File: src/rtl/memory_dump_serializer_pkg.sv
// Shared debug package: dump FSM state encoding and default dump geometry.
// Also used by the debug UART command decoder.
package memory_dump_serializer_pkg;

    typedef enum logic [1:0] {
        IDLE = 2'd0,
        SEND = 2'd1,
        DONE = 2'd2
    } dump_state_t;

    localparam int DBG_WORDS  = 32;
    localparam int DBG_WORD_W = 32;

    // Number of bytes in a full debug image
    function automatic int dump_bytes(input int words, input int word_w);
        return (words * word_w) / 8;
    endfunction

    localparam int DUMP_BYTES = dump_bytes(DBG_WORDS, DBG_WORD_W);
    localparam int DUMP_CNT_W = $clog2(DUMP_BYTES);

endpackage

File: src/rtl/memory_dump_serializer.sv
// Captures the flattened memory debug image on request and streams it out
// big-endian (word 0 first, MSB byte first) over a valid/ready byte link.
module memory_dump_serializer
    import memory_dump_serializer_pkg::*;
#(
    parameter int WORDS  = DBG_WORDS,
    parameter int WORD_W = DBG_WORD_W
) (
    input  logic                    clk,
    input  logic                    i_reset,
    input  logic                    i_start,
    input  logic [WORDS*WORD_W-1:0] i_mem_snapshot,
    output logic [7:0]              o_tx_data,
    output logic                    o_tx_valid,
    input  logic                    i_tx_ready,
    output logic                    o_busy,
    output logic                    o_done
);

    localparam int IMG_W  = WORDS * WORD_W;
    localparam int NBYTES = dump_bytes(WORDS, WORD_W);
    localparam int CNT_W  = $clog2(NBYTES);
    localparam logic [CNT_W-1:0] LAST_BYTE = CNT_W'(NBYTES - 1);

    dump_state_t      state_q, state_d;
    logic [CNT_W-1:0] cnt_q;
    logic [IMG_W-1:0] shreg_q;
    logic             load;
    logic             accept;

    // Outputs depend only on registered state, so ready never reaches valid
    assign accept    = o_tx_valid && i_tx_ready;
    assign o_tx_data = shreg_q[IMG_W-1 -: 8];

    // State register
    always_ff @(posedge clk or posedge i_reset) begin
        if (i_reset) begin
            state_q <= IDLE;
        end else begin
            state_q <= state_d;
        end
    end

    // Next-state and output decode
    always_comb begin
        state_d    = state_q;
        o_tx_valid = 1'b0;
        o_busy     = 1'b0;
        o_done     = 1'b0;
        load       = 1'b0;
        case (state_q)
            IDLE: begin
                if (i_start) begin
                    load    = 1'b1;
                    state_d = SEND;
                end
            end
            SEND: begin
                o_tx_valid = 1'b1;
                o_busy     = 1'b1;
                if (accept && (cnt_q == LAST_BYTE)) begin
                    state_d = DONE;
                end
            end
            DONE: begin
                o_busy  = 1'b1;
                o_done  = 1'b1;
                state_d = IDLE;
            end
            default: begin
                state_d = IDLE;
            end
        endcase
    end

    // Private image copy and byte counter; shifting exposes the next byte
    always_ff @(posedge clk or posedge i_reset) begin
        if (i_reset) begin
            shreg_q <= '0;
            cnt_q   <= '0;
        end else if (load) begin
            shreg_q <= i_mem_snapshot;
            cnt_q   <= '0;
        end else if (accept) begin
            shreg_q <= {shreg_q[IMG_W-9:0], 8'h00};
            cnt_q   <= cnt_q + 1'b1;
        end
    end

endmodule

File: config.mk
export PLATFORM = sky130hd
export DESIGN_NAME = memory_dump_serializer
export DESIGN_NICKNAME = d
export VERILOG_FILES = /design/src/rtl/memory_dump_serializer_pkg.sv /design/src/rtl/memory_dump_serializer.sv
export SDC_FILE = /design/constraint.sdc
export NUM_CORES = 2
export LEC_CHECK = 0
export CAP_MARGIN = 30
export CORE_ASPECT_RATIO = 1.75
export CORE_MARGIN = 2
export CORE_UTILIZATION = 25
export CTS_CLUSTER_DIAMETER = 120
export DETAILED_ROUTE_END_ITERATION = 10
export GPL_TIMING_DRIVEN = 0
export HOLD_SLACK_MARGIN = 0.1
export PLACE_DENSITY_LB_ADDON = 0.1
export REMOVE_ABC_BUFFERS = 1
export SKIP_LAST_GASP = 1
export SYNTH_ARGS = -nofsm -noshare
export SYNTH_HDL_FRONTEND = slang
export SYNTH_SLANG_ARGS = --single-unit
File: constraint.sdc
create_clock -name clk -period 103.1 [get_ports clk]
set_clock_uncertainty 0.1 [all_clocks]
set_input_delay 20.62 -clock clk [delete_from_list [all_inputs] [get_ports clk]]
set_output_delay 20.62 -clock clk [all_outputs]
set_load 0.02 [all_outputs]
### Word-level counts from Yosys, hierarchy flattened

Cells that the tools add are included.

* bits in registers: 1033
* input port bits: 1028
* output and inout port bits: 11
* logic and storage cells: 27

* add/subtract/negate cells: 1
* equality and inequality tests: 5
* muxes and demuxes: 12
* reduce and logical (&&, ||, !) cells: 6

Operator list (count)
* two-way mux 1024 bit: 2
* two-way mux 7 bit: 2
* adder 7 x 1 -> 7 bit (second input constant): 1
* equality test 7 bit (second input constant): 1
* two-way mux 1 bit: 5
* two-way mux 2 bit: 2
* != test 2 bit (second input constant): 2
* one-hot mux 2 bit (2 select lines): 1
* equality test 2 x 1 -> 1 bit (second input constant): 1
* equality test 2 bit (second input constant): 1
* logical AND 1 bit: 2
* zero test 2 bit: 1
* AND reduction 2 bit: 1
* nonzero test 2 bit: 1
* OR reduction 2 bit: 1

### Logic depth before layout (Yosys ltp)

* word-level depth: 6
* gate-level depth with buffers: 9
* gate-level depth less buffers: 6

### Worst setup path before layout

Ideal clock, no wire load.

* kind: input-to-reg
* start: input port i_start
* end: register shreg_q[551]
* setup time: 82 ps
* data arrival time: 21611 ps
* required time: 102918 ps
* path slack: 81308 ps
* stages on the path: 6
* cells stage by stage: nand2_1 -> buf_2 -> buf_2 -> clkbuf_1 -> nand2_1 -> a31oi_1

* longest elaborated chain between the ends: 3
* elaborated cells on any way between the ends: 4
* those cells by class: mux: 3; reduce/logical: 1

RTL lines
* from (decl): line memory_dump_serializer.sv:11 `input logic i_start,`
* two-way mux 1 bit (*): line memory_dump_serializer.sv:53 `if (i_start) begin`
* two-way mux 1 bit (*): line memory_dump_serializer.sv:51 `case (state_q)`
* two-way mux 1024 bit or nonzero test 2 bit (tied branches)
* to (signal assigned): line memory_dump_serializer.sv:82 `shreg_q <= i_mem_snapshot;`
* to (signal assigned): line memory_dump_serializer.sv:85 `shreg_q <= {shreg_q[IMG_W-9:0], 8'h00};`
* to (decl): line memory_dump_serializer.sv:27 `logic [IMG_W-1:0] shreg_q;`

Mark *: on every way between the ends. The rest lies on a longest branch, timed or not.
A chain may end at the register's enable or synchronous reset.

### Final worst setup path

* start: input port i_tx_ready
* end: register shreg_q[735]

* longest elaborated chain between the ends: 2

RTL lines
* from (decl): line memory_dump_serializer.sv:15 `input logic i_tx_ready,`
* logical AND 1 bit: line memory_dump_serializer.sv:32 `assign accept = o_tx_valid && i_tx_ready;`
* nonzero test 2 bit (no source line)

No other way between the ends.

==> metrics.txt <==
final setup fails=0; commonest non-fill, non-tap cells in the layout=nand2_1 (2037), clkdlybuf4s50_1 (1038), dfrtp_1 (1033); layout overhead on the synthesized area=36.7%; share of cells above drive strength 1=3.86%; antenna-violating nets left=0; first-pass GRT wire length=255000 um; Final Hold Slack=0.407 ns; Ys Warns=0; row count=208; met3 WL=20200 um; grt ovf=0; clock root buffer=clkbuf_16; H-tree levels=3; fin crit share=22.8%; max incr delay on CP=0.75 ns; cell area after synthesis=46100 um2; Clock transition at path regs=0.06 ns; post-synth top area cell=dfrtp_1; Hold-fix buffers, CTS=0; # nets final=7400; Die X=329 um; syn_area_per_cell=8.22 um2; initial antenna violation count=164; post-route minimum period=23.54 ns; CP required=103.64 ns; worst-path maximum fanout=88; placed cell areas=59200 um2; register bit total from synthesis=1033; Worst Hold Depth=1; number of max-cap violations=0; GP Congestion=0.776; largest net degree at the start of global routing=122; DR iter-0 viols=2929; Total Die Area=188000 um2; total track usage=17.5%; RSZ-0062 raised after global routing=no; IO Pins=1039; Setup TNS Final=0 ns; IO buf count=1038; Hold Vio Cnt, Final=0; drt wl/cell=18.9 um; TritonCTS clock tree=built; CTS Sinks=1033; core box area=183000 um2; Slew HR=40.3%; WL met2=74600 um; drt drc=0; pre-CTS setup slack=78.77 ns; CP dominant cell by count=buf_16; setup bufs post-CTS=0; highest signal layer in the routed design=met5; CP max stage cell=a22o_4; most common cell after layout, fill and taps aside=nand2_1; Syn Inst Count=5610; CTS resizes=0; area share of the largest cell type after synthesis=56.1%; Synth cell types=22; Max VDD drop=0.0156 mV; vias=41.5k; crit start category=input port; status=finished, final reports clean; worst setup margin=79.56 ns; Initial Util=25.1%; kind of critical path=input port to flop; final wirelength=169000 um; sequential area share after synthesis=56.1%; Final Cell Area=63100 um2; Tot Pwr=1840 uW; R2R cell count=10; TritonCTS buffer count=113; vias in the first global route=40.9k; Cell Pwr Density=29.2 nW/um2; crit end category=flop; measured slew at the worst slew-check pin=0.896 ns; crit-path cells=clkdlybuf4s50_1, a22o_4, buf_12, buf_16, buf_16, buf_16, buf_16, nor2_1, a31oi_1; Final Max Tran Viols=0; hold crit path type=flop to flop; top cells by area, synth=dfrtp_1 (56%), nand2_1 (17%), a31oi_1 (14%); wl on met1=69300 um; DR vias/cell=4.65; Leak=0.0265 uW; clock tree buffer depth=3; post-DP HPWL=120000 um; clk_lat worst skew=0.72 ns; arrival time worst endpoint=24.08 ns; Pre-antenna DRT Iters=7; fmax=42.5 MHz; Die Y=572 um; fill count=19.5k
-- logic make-up after synthesis --
logic type                 after synthesis  share of synthesized area (%)
DFF                                   1033                           56.1
buffers and inverters                  465                           4.61
adders and majority gates                6                          0.163
xor gates and xnor gates                 5                         0.0950
and+or+nand+nor                       3068                           25.0
AOI/OAI and AO/OA                     1031                           14.0
muxes                                    2                         0.0488
-- sequential cells by signal (all words and copies together), names as in the netlist --
register and flops:
shreg_q 1024, cnt_q 7, state_q 2
-- per-stage QoR --
stage               cells  util, %
finish               8920     34.4
global route         8879     34.3
CTS                  8869     34.3
detailed placement   8666     32.3
global placement     8602     31.3
floorplan            5149        -
-- metal layers --
layer | vias to the layer above | global-route usage [%]
met1 | 19574 | 21.1
met4 | 208 | 4.14
met3 | 366 | 9.42
li1 | 20215 | -
met2 | 1150 | 27.2
met5 | - | 0
-- cell usage after synthesis, drive strengths merged --
library cell	number
nand3	3
inv	4
nand4	2
nor3	1
mux2	2
a31oi	1016
or3	1
nand2	2038
clkbuf	192
a22o	9
a21oi	3
and3	1
buf	269
nor2	1021
and2	1
dfrtp	1033
o21ai	3
xnor2	1
ha	6
xor2	4
-- final cells by class --
type,instances,area (um2),share of cell area [%]
Sequential cell,1033,25800,41.0
Multi-Input combinational cell,4112,18200,28.8
Timing Repair Buffer,1102,12100,19.2
Clock buffer,174,3450,5.47
Tap cell,2415,3020,4.79
Clock inverter,29,309,0.490
Antenna cell,51,128,0.202
Inverter,4,22.5,0.0357
-- power breakdown --
| group | total (uW) | internal [uW] | switching, uW | leakage [uW] |
|---|---|---|---|---|
| Sequential | 708 | 606 | 102 | 0.0112 |
| Clock | 419 | 239 | 180 | 0.00186 |
| Combinational | 712 | 287 | 425 | 0.0134 |
| Total | 1840 | 1130 | 706 | 0.0265 |
-- worst max-delay path, delay by kind of cell --
family	cells	cell delay, ns
AND/OR/NAND/NOR	1	0.07
buffers and inverters	6	2.27
AO/OA/AOI/OAI	2	0.91
-- worst paths after layout --
| kind | startpoint | end | slack, ns |
|---|---|---|---|
| min reg2reg | shreg_q[0] | shreg_q[0] | 0.41 |
| max in group asynchronous | i_reset | shreg_q[115] | 79.83 |
| max reg2reg | state_q[1] | shreg_q[735] | 99.24 |
| min | shreg_q[0] | shreg_q[0] | 0.41 |
| max | i_tx_ready | shreg_q[735] | 79.56 |
| min in group asynchronous | i_reset | shreg_q[1006] | 20.31 |
No activity file was read; power rests on OpenSTA's default activity.
